[config.mk]
export PLATFORM = sky130hd
export DESIGN_NAME = periph_bus_ctrl
export DESIGN_NICKNAME = d
export VERILOG_FILES = /design/src/rtl/periph_bus_ctrl_pkg.sv /design/src/rtl/periph_timeout_cnt.sv /design/src/rtl/periph_bus_ctrl.sv
export SDC_FILE = /design/constraint.sdc
export NUM_CORES = 1
export LEC_CHECK = 0
export CAP_MARGIN = 20
export CORE_AREA = 2 2 117 119
export DETAILED_ROUTE_END_ITERATION = 16
export DIE_AREA = 0 0 119 121
export DONT_BUFFER_PORTS = 1
export HOLD_SLACK_MARGIN = 0.05
export SLEW_MARGIN = 30
export SYNTH_ARGS = -nofsm -noshare
export SYNTH_HDL_FRONTEND = slang
export SYNTH_SLANG_ARGS = --single-unit
[constraint.sdc]
create_clock -name clk -period 2.7 [get_ports clk]
set_clock_uncertainty 0.15 [all_clocks]
set_input_delay 0.675 -clock clk [delete_from_list [all_inputs] [get_ports clk]]
set_output_delay 0.675 -clock clk [all_outputs]
set_load 0.01 [all_outputs]
[src/rtl/periph_bus_ctrl_pkg.sv]
// -----------------------------------------------------------------------------
// periph_bus_ctrl_pkg
// Shared definitions for the peripheral bus controller:
//   - bus_state_e      : controller FSM states (IDLE, ACCESS, WAIT, RESP)
//   - DEV_BASE_DEFAULT : default base address of the peripheral window
//   - WINDOW_LSB       : lowest address bit that takes part in the window match
//   - SLOT_LSB/SLOT_W  : position and width of the slot-index field in the address
//   - ERR_CLR_OFFSET   : window offset whose write clears the sticky bus error
//   - DEAD_BEEF        : read data returned when a device access times out
//   - in_window()      : window-match helper
// -----------------------------------------------------------------------------
package periph_bus_ctrl_pkg;

  typedef enum logic [1:0] {
    ST_IDLE   = 2'd0,
    ST_ACCESS = 2'd1,
    ST_WAIT   = 2'd2,
    ST_RESP   = 2'd3
  } bus_state_e;

  localparam logic [31:0] DEV_BASE_DEFAULT = 32'h4000_0000;
  localparam int          WINDOW_LSB       = 8;
  localparam int          SLOT_LSB         = 4;
  localparam int          SLOT_W           = 2;
  localparam logic [7:0]  ERR_CLR_OFFSET   = 8'hFC;
  localparam logic [31:0] DEAD_BEEF        = 32'hDEAD_BEEF;

  // Compares only the upper address bits; the low byte selects registers
  // inside the window.
  function automatic logic in_window(input logic [31-WINDOW_LSB:0] addr_hi,
                                     input logic [31-WINDOW_LSB:0] base_hi);
    return addr_hi == base_hi;
  endfunction

endpackage

[src/rtl/periph_timeout_cnt.sv]
// -----------------------------------------------------------------------------
// periph_timeout_cnt
// 8-bit wait counter used while the controller waits for a device.
// Ports:
//   clk      : system clock, rising edge
//   rst      : asynchronous active-low reset (counter -> 0)
//   clear_i  : synchronous clear (takes priority over enable)
//   enable_i : increment by one this cycle
//   expire_o : high while the count equals TIMEOUT
// -----------------------------------------------------------------------------
module periph_timeout_cnt #(
  parameter logic [7:0] TIMEOUT = 8'd255
) (
  input  logic clk,
  input  logic rst,
  input  logic clear_i,
  input  logic enable_i,
  output logic expire_o
);

  logic [7:0] cnt_q;
  logic [7:0] cnt_d;

  always_comb begin
    cnt_d = cnt_q;
    if (clear_i) begin
      cnt_d = 8'd0;
    end else if (enable_i) begin
      cnt_d = cnt_q + 8'd1;
    end
  end

  always_ff @(posedge clk or negedge rst) begin
    if (!rst) begin
      cnt_q <= 8'd0;
    end else begin
      cnt_q <= cnt_d;
    end
  end

  assign expire_o = (cnt_q == TIMEOUT);

endmodule

[src/rtl/periph_bus_ctrl.sv]
// -----------------------------------------------------------------------------
// periph_bus_ctrl
// Bridges CPU MEM-stage loads/stores that fall into the peripheral window onto a
// simple slot-selected device bus, stalling the CPU until the device answers or
// the wait times out.
// Ports:
//   clk, rst            : system clock; asynchronous active-low reset
//   memRead, memWrite   : CPU request strobes (both high = write)
//   memAddr, memDat     : CPU byte address and write data
//   stall               : holds the CPU pipeline during a device access
//   deviceData          : last read data returned to the CPU
//   dev_sel             : one-hot slot strobe, held through ACCESS and WAIT
//   dev_we              : write flag, meaningful while dev_sel is non-zero
//   dev_addr, dev_wdata : request address/data latched at access start
//   dev_ready           : per-slot completion
//   dev_rdata           : per-slot read data, slot i at [32*i +: 32]
//   bus_err             : sticky timeout flag, cleared by a write to BASE+0xFC
// -----------------------------------------------------------------------------
module periph_bus_ctrl
  import periph_bus_ctrl_pkg::*;
#(
  parameter logic [31:0] DEV_BASE = DEV_BASE_DEFAULT,
  parameter int          N_SLOT   = 4,
  parameter logic [7:0]  TIMEOUT  = 8'd255
) (
  input  logic                  clk,
  input  logic                  rst,
  input  logic                  memRead,
  input  logic                  memWrite,
  input  logic [31:0]           memAddr,
  input  logic [31:0]           memDat,
  output logic                  stall,
  output logic [31:0]           deviceData,
  output logic [N_SLOT-1:0]     dev_sel,
  output logic                  dev_we,
  output logic [31:0]           dev_addr,
  output logic [31:0]           dev_wdata,
  input  logic [N_SLOT-1:0]     dev_ready,
  input  logic [32*N_SLOT-1:0]  dev_rdata,
  output logic                  bus_err
);

  bus_state_e state_q;
  bus_state_e state_d;

  // Request registers captured when an access is accepted in IDLE.
  logic [31:0] addr_q;
  logic [31:0] wdata_q;
  logic        we_q;
  logic        clr_q;    // access is the internal error-clear write

  logic [31:0] data_q;
  logic        err_q;

  logic        req_valid;
  logic        req_is_clr;
  logic        accept;
  logic        wait_done;
  logic        timed_out;
  logic        cnt_clear;
  logic        cnt_en;
  logic        cnt_expire;
  logic        busy;
  logic        sel_ready;

  logic [SLOT_W-1:0] slot_idx;
  logic [N_SLOT-1:0] slot_onehot;
  logic [31:0]       sel_rdata;
  logic [31:0]       rdata_masked [N_SLOT];

  // ---------------------------------------------------------------------------
  // Request decode
  // ---------------------------------------------------------------------------
  assign req_valid  = (memRead | memWrite)
                    & in_window(memAddr[31:WINDOW_LSB], DEV_BASE[31:WINDOW_LSB]);
  assign req_is_clr = memWrite & (memAddr[WINDOW_LSB-1:0] == ERR_CLR_OFFSET);

  // ---------------------------------------------------------------------------
  // Slot decode from the registered address; read data is an AND-OR mux so
  // an out-of-range slot simply yields zero and never sees a ready.
  // ---------------------------------------------------------------------------
  assign slot_idx = addr_q[SLOT_LSB +: SLOT_W];

  generate
    for (genvar gi = 0; gi < N_SLOT; gi++) begin : g_slot
      assign slot_onehot[gi]  = (slot_idx == SLOT_W'(gi));
      assign rdata_masked[gi] = dev_rdata[gi*32 +: 32] & {32{slot_onehot[gi]}};
    end
  endgenerate

  always_comb begin
    sel_rdata = 32'd0;
    for (int i = 0; i < N_SLOT; i++) begin
      sel_rdata = sel_rdata | rdata_masked[i];
    end
  end

  // Only the selected slot's ready counts.
  assign sel_ready = |(dev_ready & slot_onehot);

  // ---------------------------------------------------------------------------
  // Timeout counter: cleared in ACCESS, advanced on each unanswered WAIT cycle.
  // ---------------------------------------------------------------------------
  periph_timeout_cnt #(
    .TIMEOUT (TIMEOUT)
  ) u_timeout_cnt (
    .clk      (clk),
    .rst      (rst),
    .clear_i  (cnt_clear),
    .enable_i (cnt_en),
    .expire_o (cnt_expire)
  );

  // ---------------------------------------------------------------------------
  // FSM next state and strobes
  // ---------------------------------------------------------------------------
  always_comb begin
    state_d   = state_q;
    stall     = 1'b0;
    accept    = 1'b0;
    cnt_clear = 1'b0;
    cnt_en    = 1'b0;
    wait_done = 1'b0;
    timed_out = 1'b0;
    unique case (state_q)
      ST_IDLE: begin
        // Stall must rise in the very cycle the request appears, otherwise
        // the CPU would already have moved past the MEM stage.
        if (req_valid) begin
          stall   = 1'b1;
          accept  = 1'b1;
          state_d = ST_ACCESS;
        end
      end
      ST_ACCESS: begin
        stall     = 1'b1;
        cnt_clear = 1'b1;
        state_d   = ST_WAIT;
      end
      ST_WAIT: begin
        stall = 1'b1;
        // The error-clear write has no device behind it and finishes at once.
        if (clr_q || sel_ready) begin
          wait_done = 1'b1;
          state_d   = ST_RESP;
        end else if (cnt_expire) begin
          wait_done = 1'b1;
          timed_out = 1'b1;
          state_d   = ST_RESP;
        end else begin
          cnt_en = 1'b1;
        end
      end
      ST_RESP: begin
        // A request still present here belongs to the access just finished;
        // it is deliberately not re-accepted.
        state_d = ST_IDLE;
      end
      default: begin
        state_d = ST_IDLE;
      end
    endcase
  end

  always_ff @(posedge clk or negedge rst) begin
    if (!rst) begin
      state_q <= ST_IDLE;
    end else begin
      state_q <= state_d;
    end
  end

  // ---------------------------------------------------------------------------
  // Request latch, read data and sticky error
  // ---------------------------------------------------------------------------
  always_ff @(posedge clk or negedge rst) begin
    if (!rst) begin
      addr_q  <= 32'd0;
      wdata_q <= 32'd0;
      we_q    <= 1'b0;
      clr_q   <= 1'b0;
    end else if (accept) begin
      addr_q  <= memAddr;
      wdata_q <= memDat;
      we_q    <= memWrite;   // read+write together is a write
      clr_q   <= req_is_clr;
    end
  end

  always_ff @(posedge clk or negedge rst) begin
    if (!rst) begin
      data_q <= 32'd0;
    end else if (wait_done && !we_q) begin
      data_q <= timed_out ? DEAD_BEEF : sel_rdata;
    end
  end

  always_ff @(posedge clk or negedge rst) begin
    if (!rst) begin
      err_q <= 1'b0;
    end else if (timed_out) begin
      err_q <= 1'b1;
    end else if (wait_done && clr_q) begin
      err_q <= 1'b0;
    end
  end

  // ---------------------------------------------------------------------------
  // Outputs
  // ---------------------------------------------------------------------------
  assign busy       = (state_q == ST_ACCESS) || (state_q == ST_WAIT);
  assign dev_sel    = (busy && !clr_q) ? slot_onehot : '0;
  assign dev_we     = busy & ~clr_q & we_q;
  assign dev_addr   = addr_q;
  assign dev_wdata  = wdata_q;
  assign deviceData = data_q;
  assign bus_err    = err_q;

endmodule

Yosys cells after proc, flatten, opt, wreduce, memory -nomap -nowiden

Cells that the tools add are included.

Flip-flop bits (word level): 109
Bits in latches: 0
Bits in writable memories: 0
Memory bits (read-only): 0
Input port bits: 200
Output and inout port bits: 103
Word-level logic and storage cells: 70
Memories: 0

Add/sub/neg operators: 1
Multiply operators: 0
Div/mod/pow operators: 0
$lt $le $gt $ge: 0
Eq/ne operators: 11
Shifts and indexed selects: 0
Mux-type cells: 22
Bitwise gates (word level): 14
Reduce and logical (&&, ||, !) cells: 14

Operators with widths:

| kind                 | count |
|---|---|
| $and 32x32->32       | 4 |
| $or 32x32->32        | 3 |
| $mux 32              | 1 |
| $eq 24x23->1 const B | 1 |
| $eq 8x8->1 const B   | 2 |
| $mux 8               | 2 |
| $mux 1               | 13 |
| $add 8x1->8 const B  | 1 |
| $eq 2x2->1 const B   | 4 |
| $pmux 2 s4           | 1 |
| $mux 2               | 3 |
| $and 1x1->1          | 4 |
| $and 4x4->4          | 1 |
| $eq 2x1->1 const B   | 2 |
| $logic_not 2->1      | 2 |
| $mux 4               | 1 |
| $reduce_bool 2->1    | 2 |
| $reduce_or 4->1      | 1 |
| $logic_and 1x1->1    | 3 |
| $ne 3x3->1 const B   | 1 |
| $logic_not 1->1      | 2 |
| $logic_or 1x1->1     | 2 |
| $ne 2x2->1 const B   | 1 |
| $pmux 1 s2           | 1 |
| other kinds (4)      | 4 |

Longest topological paths before layout

Gate-level depths: netlist of run 1.

Word-level depth: 9
Gate-level depth with buffers: 8
Mapped depth without buffers: 6

By module

A second synthesis of run 1 with hierarchy kept.

Cells, all modules: 405
Area, all modules: 5186.2 sq um

By module, submodules not included:

| module             | times used | cells an instance | area each (sq um) | sequential area each (sq um) |
|---|---|---|---|---|
| periph_bus_ctrl    | 1          | 366               | 4789.6            | 2527.4 |
| periph_timeout_cnt | 1          | 39                | 396.6             | 200.2 |

Worst setup path after synthesis of run 1

OpenSTA, ideal clock, no wires.

Path kind: input to output
Start: in memAddr[12]
End: out stall
Arrival time: 1928 ps
Required time: 1875 ps
Setup slack: -53 ps
Stages on the path: 6
Path buffers: 2
Cells stage by stage: nor4_1 > o2111ai_1 > nor3_2 > buf_4 > buf_2 > o21ba_2

Longest elaborated chain between the ends: 4

Ends and longest elaborated chain:

| item         | RTL line                  | source |
|---|---|---|
| from (decl)  | periph_bus_ctrl.sv:30     | `input logic [31:0] memAddr,` |
| $eq 24x23->1 | periph_bus_ctrl_pkg.sv:32 | `return addr_hi == base_hi;` |
| $and 1x1->1  | periph_bus_ctrl.sv:75     | `& in_window(memAddr[31:WINDOW_LSB], DEV_BASE[31:WINDOW_LSB]);` |
| $mux 1       | periph_bus_ctrl.sv:129    | `if (req_valid) begin` |
| $pmux 1 s2   | periph_bus_ctrl.sv:125    | `unique case (state_q)` |
| to (decl)    | periph_bus_ctrl.sv:32     | `output logic stall,` |

Every way passes these cells.

Worst setup path after layout of run 1

Start: reg state_q[1]
End: out dev_sel[0]

Longest elaborated chain between the ends: 4
Elaborated cells on any way between the ends: 5
Classes of those cells: eq/ne: 2; mux: 1; reduce/logical: 2

Ends and longest elaborated chain:

| item                                            | RTL line               | source |
|---|---|---|
| from (decl)                                     | periph_bus_ctrl.sv:43  | `bus_state_e state_q;` |
| from (signal assigned)                          | periph_bus_ctrl.sv:169 | `state_q <= state_d;` |
| $eq 2x1->1 / $eq 2x2->1 (equally long branches) | periph_bus_ctrl.sv:211 | `assign busy = (state_q == ST_ACCESS) \|\| (state_q == ST_WAIT);` |
| $logic_or 1x1->1 (*)                            | periph_bus_ctrl.sv:211 |  |
| $logic_and 1x1->1 (*)                           | periph_bus_ctrl.sv:212 | `assign dev_sel = (busy && !clr_q) ? slot_onehot : '0;` |
| $mux 4 (*)                                      | periph_bus_ctrl.sv:212 |  |
| to (decl)                                       | periph_bus_ctrl.sv:34  | `output logic [N_SLOT-1:0] dev_sel,` |

Mark *: on every way between the ends. The rest lies on a longest branch, timed or not.

==> results of run 1 <==
[per-stage QoR]
stage | area (sq um) | util (%)
after detailed placement | 5610 | 42.9
after global routing | 5900 | 45.1
after CTS | 5890 | 45.0
after global placement | 5610 | 42.9
after floorplan | 5460 | -
final | 5900 | 45.1
[routing by layer]
metal  vias to the layer above  global-route usage, %  routed length [microns]
met5                         -                      0                        0
met4                         0                   4.69                      161
met3                        15                   5.92                      887
met2                       148                   26.8                     6250
met1                      1742                   24.1                     5470
li1                       1505                      -                        -
[flip-flops by register name (all words and copies together) (netlist names)]
| name | flops |
|---|---|
| state_q | 2 |
| dev_wdata | 32 |
| clr_q | 1 |
| bus_err | 1 |
| we_q | 1 |
| dev_addr | 32 |
| u_timeout_cnt.cnt_q | 8 |
| deviceData | 32 |
[cell usage in the layout (no fill, tap or decap), drive strengths merged, types with 3 or more instances in the layout]
cell type and instances:
buf 8, or4 3, nor3 6, nor2b 24
o21ai 13, clkinv 4, nand4 10, a21oi 31
mux2 44, inv 38, nand3 7, clkbuf 10
ha 6, nand2 8, o211ai 3, mux4 32
dfrtp 109, or3 3, mux2i 25, nor4 5
nor2 7
[critical path: stages (launching register included)]
cell and delay (ns):
dfrtp_1 0.43, inv_1 0.11, ha_1 0.44, nand2b_1 0.11
nor3_1 0.30
[worst paths after layout]
kind                                             start                     end  slack [ns]  depth (start not counted)
worst min register to register  u_timeout_cnt.cnt_q[6]  u_timeout_cnt.cnt_q[6]        0.36                          1
worst max-delay path                        state_q[1]              dev_sel[0]        0.14                          4
min in group clk                             memDat[7]            dev_wdata[7]        0.31                          1
max in group asynchronous                          rst             dev_addr[4]        2.28                          0
worst max register to register  u_timeout_cnt.cnt_q[0]          deviceData[12]        0.33                          6
worst min-delay path                               rst            dev_wdata[7]       -0.13                          0
[power breakdown]
| group | internal [W] | total [W] | switching [W] |
|---|---|---|---|
| logic | 0.000345 | 0.000795 | 0.000450 |
| clock network | 0.000660 | 0.00127 | 0.000609 |
| registers | 0.00190 | 0.00225 | 0.000345 |
| total | 0.00291 | 0.00431 | 0.00140 |
[cells by family (layout without fill, tap and decap cells)]
| family | count (synthesis) | count (layout) | share of synthesized area (%) |
|---|---|---|---|
| flip-flops | 109 | 109 | 50.2 |
| multiplexers | 101 | 101 | 27.1 |
| AND/OR/NAND/NOR | 80 | 80 | 8.61 |
| buffers and inverters | 66 | 61 | 5.71 |
| AO/OA/AOI/OAI | 60 | 60 | 7.00 |
| adder cells (fa/ha/maj) | 6 | 6 | 1.38 |
[repair_timing]
item,CTS,global route
resized for setup,0,1
setup endpoints to repair,0,1
hold endpoints to repair,109,109
[final cells by class]
type	instances	area (sq um)
inverters	37	139
flip-flops and latches	109	2730
clock inverters	6	46.3
clock buffers	10	239
well taps	176	220
fillers	1181	7190
multi-input cells	247	2440
repair buffers	8	85.1
==> qor.yml, run 1 <==
cp_max_fo: 5
fmax_mhz: 390
cp.arrival_ns: 1.74
status: "finished with violations"
cts.sinks: 109
setup_violations: 0
wl_mm: 12.8
postSynthAreaPerCell_sq_um: 12.9
dieArea_sq_um: 14400
drt-initial-drc-count: 145
cts_tree: "done"
drc: 0
numCtsBuffers: 9
async_flop_share_pct: 100
clk_path_buf_depth: 2
start_util_pct: 41.5
end_kind: "output pin"
ys_seq_area_share_pct: 50.2
die_x_microns: 119
first_global_vias: 3547
yosys-top-cells-area: "dfrtp_1 50%, mux4_2 13%, mux2_2 7.9%, mux2i_1 4.4%, a21oi_1 2.9%"
maxCapViolCount: 0
syn2layout_area_growth_pct: 8.52
synth_top_area_share_pct: 50.2
place_ws_ns: 0.173
required_ns: 1.88
rsz0062_at_grt: "no"
hp-class: "in -> async"
path_class: "reg -> out"
fin_nets: 618
yosysWarnings: 0
io_pins: 303
fin_ws_ns: 0.136
fin_crit_ns: 2.56
slew_viol_final: 0
drt_pre_antenna_iters: 4
postSynthCellCount: 422
post-cts-setup-buffers: 0
placementRows: 42
fin_crit_sh_pct: 95.0
timing.setup.tns_ns: 0
ys_types: 46
hpwlAfterDp_mm: 9.61
p_leak_nw: 2.62
core_sq_um: 13100
synth_commonest_cells: "109 x dfrtp_1, 38 x mux2_2, 36 x inv_1"
cp-start-kind: "register"
synth_edf_count: 0
syn_area_sq_um: 5440
vias: 3410
ir_drop_v: 0.000461
wire_per_inst_microns: 21.5
grt_overflow: 0
grt_max_degree: 110
gp_congestion: 0.770
grt_usage_pct: 17.6
final_cell_count_no_fill: 593
root_buffer: "clkbuf_16"
grt_pass1_wl_mm: 19.7
yosysTopAreaCell: "dfrtp_1"
antennaDiodeCount: 0
holdWs_ns: -0.133
layout-drive-gt1-share_pct: 25.7
powerDensity_nw_per_um2: 731
yosysMostFrequentCell: "dfrtp_1"
die-height_microns: 121
synth_nets: 628
cts.clk_slew.worst_paths_ns: 0.07
worst_pin_slew_ns: 0.538
cts_max_level: 3
synth_ff_type: "dfrtp_1"
violations: "hold timing"
slew_headroom_pct: 64.1
insertion_delay_ns: 0.35
total_power_w: 0.00431
antenna_found_initial: 0
viasPerCell: 5.75
dpl.cell_count: 577
postRouteAntennaNets: 0
ys_ff_latch: 109
place.port_buffers: 0
hold_viol_final: 109
(Power assumes the default switching activity.)
==> run 2, diff against run 1 <==
Settings changed: ABC_AREA set to 1, CORE_AREA 2 2 117 119 to 2 2 118 120, DIE_AREA 0 0 119 121 to 0 0 120 122.
==> qor.yml, run 2 <==
ir_drop_v: 0.000317  # was 0.000461 V
wl_mm: 15.5  # was 12.8 mm
dieArea_sq_um: 14600  # was 14400 sq um
status: "finished with violations"  # unchanged
syn2layout_area_growth_pct: 6.96  # was 8.52%
timing.setup.tns_ns: 0  # unchanged
p_leak_nw: 3.31  # was 2.62 nW
fmax_mhz: 423  # was 390 MHz
vias: 4804  # was 3410
ys_seq_area_share_pct: 48.9  # was 50.2%
hp-class: "in -> async"  # unchanged
hpwlAfterDp_mm: 11.4  # was 9.61 mm
powerDensity_nw_per_um2: 599  # was 731 nW/um^2
postSynthAreaPerCell_sq_um: 7.33  # was 12.9 sq um
die_x_microns: 120  # was 119 microns
numCtsBuffers: 9  # unchanged
worst_pin_slew_ns: 0.654  # was 0.538 ns
synth_edf_count: 0  # unchanged
syn_area_sq_um: 5570  # was 5440 sq um
synth_ff_type: "dfrtp_1"  # unchanged
drt-initial-drc-count: 231  # was 145
dpl.cell_count: 912  # was 577
postRouteAntennaNets: 0  # unchanged
yosys-top-cells-area: "dfrtp_1 49%, nand2_1 22%, nand3_1 7.9%, inv_1 4.0%, nor2_1 4.0%"  # was dfrtp_1 50%, mux4_2 13%, mux2_2 7.9%, mux2i_1 4.4%, a21oi_1 2.9%
cp-start-kind: "register"  # unchanged
cts.clk_slew.worst_paths_ns: 0.08  # was 0.07 ns
cp.arrival_ns: 1.54  # was 1.74 ns
drc: 0  # unchanged
drt_pre_antenna_iters: 4  # unchanged
final_common_cell: "nand2_1"  # was dfrtp_1
cp_max_fo: 5  # unchanged
synth_nets: 966  # was 628
ys_ff_latch: 109  # unchanged
async_flop_share_pct: 100  # unchanged
cts_max_level: 3  # unchanged
wire_per_inst_microns: 16.7  # was 21.5 microns
multi_input_area_sq_um: 2380  # was 2440 sq um
end_kind: "output pin"  # unchanged
io_pins: 303  # unchanged
cts_tree: "done"  # unchanged
post-cts-setup-buffers: 0  # unchanged
fin_area_sq_um: 5960  # was 5900 sq um
synth_top_area_share_pct: 48.9  # was 50.2%
maxCapViolCount: 0  # unchanged
place.port_buffers: 0  # unchanged
postSynthCellCount: 760  # was 422
fin_crit_sh_pct: 87.6  # was 95.0%
grt_usage_pct: 20.1  # was 17.6%
ys_types: 30  # was 46
cts_resized: 0  # unchanged
cts.sinks: 109  # unchanged
clk_path_buf_depth: 2  # unchanged
fin_nets: 949  # was 618
yosysTopAreaCell: "dfrtp_1"  # unchanged
die-height_microns: 122  # was 121 microns
grt_pass1_wl_mm: 23.0  # was 19.7 mm
final_cell_count_no_fill: 928  # was 593
synth_commonest_cells: "322 x nand2_1, 109 x dfrtp_1, 88 x nand3_1"  # was 109 x dfrtp_1, 38 x mux2_2, 36 x inv_1
insertion_delay_ns: 0.35  # about the same
viasPerCell: 5.18  # was 5.75
final_cell_mix: "322 x nand2_1, 109 x dfrtp_1, 88 x nand3_1, 60 x inv_1, 58 x nor2_1"  # was 108 x dfrtp_1, 38 x mux2_2, 36 x inv_1, 32 x mux4_2, 31 x a21oi_1
first_global_vias: 4525  # was 3547
yosysMostFrequentCell: "nand2_1"  # was dfrtp_1
antenna_found_initial: 0  # unchanged
start_util_pct: 41.3  # was 41.5%
violations: "hold timing"  # unchanged
seq_area_sq_um: 2730  # about the same
fill_cells: 1347  # was 1181
holdWs_ns: -0.142  # was -0.133 ns
placementRows: 43  # was 42
layout-drive-gt1-share_pct: 5.35  # was 25.7%
placed_cell_area_sq_um: 5650  # was 5610 sq um
yosysWarnings: 0  # unchanged
slew_viol_final: 0  # unchanged
slew_headroom_pct: 56.3  # was 64.1%
core_sq_um: 13500  # was 13100 sq um
setup_violations: 0  # unchanged
grt_max_degree: 110  # unchanged
hold_viol_final: 109  # unchanged
fin_crit_ns: 2.36  # was 2.56 ns
rsz0062_at_grt: "no"  # unchanged
r2r_cells: 9  # was 6
grt_overflow: 0  # unchanged
root_buffer: "clkbuf_16"  # unchanged
antennaDiodeCount: 0  # unchanged
required_ns: 1.88  # about the same
gp_congestion: 0.819  # was 0.770
path_class: "reg -> out"  # unchanged
==> run 2: power breakdown <==
group          total, W  leakage, nW  switching (W)  internal [W]
Combinational  0.000524         1.77       0.000376      0.000148
Clock           0.00135        0.151       0.000682      0.000669
Sequential      0.00170         1.39      0.0000323       0.00166
Total           0.00357         3.31        0.00109       0.00248
==> run 2: logic make-up (layout without fill, tap and decap cells) <==
| group | count (synthesis) | after routing | synth area share (%) |
|---|---|---|---|
| buf+inv | 101 | 89 | 8.46 |
| flops | 109 | 109 | 48.9 |
| simple gates | 493 | 493 | 36.3 |
| compound gates | 47 | 47 | 4.27 |
| xor+xnor | 4 | 4 | 0.629 |
| fa+ha+maj | 6 | 6 | 1.35 |
==> run 2: final timing paths <==
path | start | end | slack (ns)
worst max-delay path | state_q[0] | dev_sel[0] | 0.34
worst min-delay path | rst | deviceData[11] | -0.14
worst max register to register | u_timeout_cnt.cnt_q[0] | deviceData[30] | 0.62
worst min register to register | clr_q | clr_q | 0.36
max in group asynchronous | rst | deviceData[0] | 2.30
min in group clk | memAddr[3] | dev_addr[3] | 0.31
==> run 2: area by class of cell <==
cell class / instances / share of cell area [%]
Sequential cell: 109 / 45.8
Multi-Input combinational cell: 550 / 39.9
Inverter: 62 / 3.99
Clock buffer: 9 / 3.78
Tap cell: 180 / 3.78
Clock inverter: 7 / 1.45
Timing Repair Buffer: 11 / 1.39
==> run 2: worst max-delay path, cell delays in order (launching register included) <==
cell and delay (ns):
dfrtp_1 0.41, inv_1 0.10, ha_1 0.33, nand2_1 0.12
nor2_1 0.22
==> run 2: metal layers <==
layer	vias to the layer above	GRT usage, %	wire [microns]	share of wire [%]
met1	2217	23.6	5990	39
met4	0	9.78	573	3.7
met2	223	34.7	7630	49
met5	-	0	0	0
met3	36	4.82	1270	8.2
li1	2328	-	-	-
==> run 2: per-stage QoR <==
stage | total power (W) | hold WS, ns | util [%] | worst slack [ns]
after floorplan | 0.00216 | 0.229 | - | 0.362
final | 0.00357 | -0.142 | 44.1 | 0.335
after global routing | 0.00376 | -0.164 | 44.1 | 0.238
after CTS | 0.00361 | -0.156 | 44.1 | 0.316
after global placement | 0.00223 | 0.232 | 41.8 | 0.388
after detailed placement | 0.00225 | 0.231 | 41.8 | 0.387
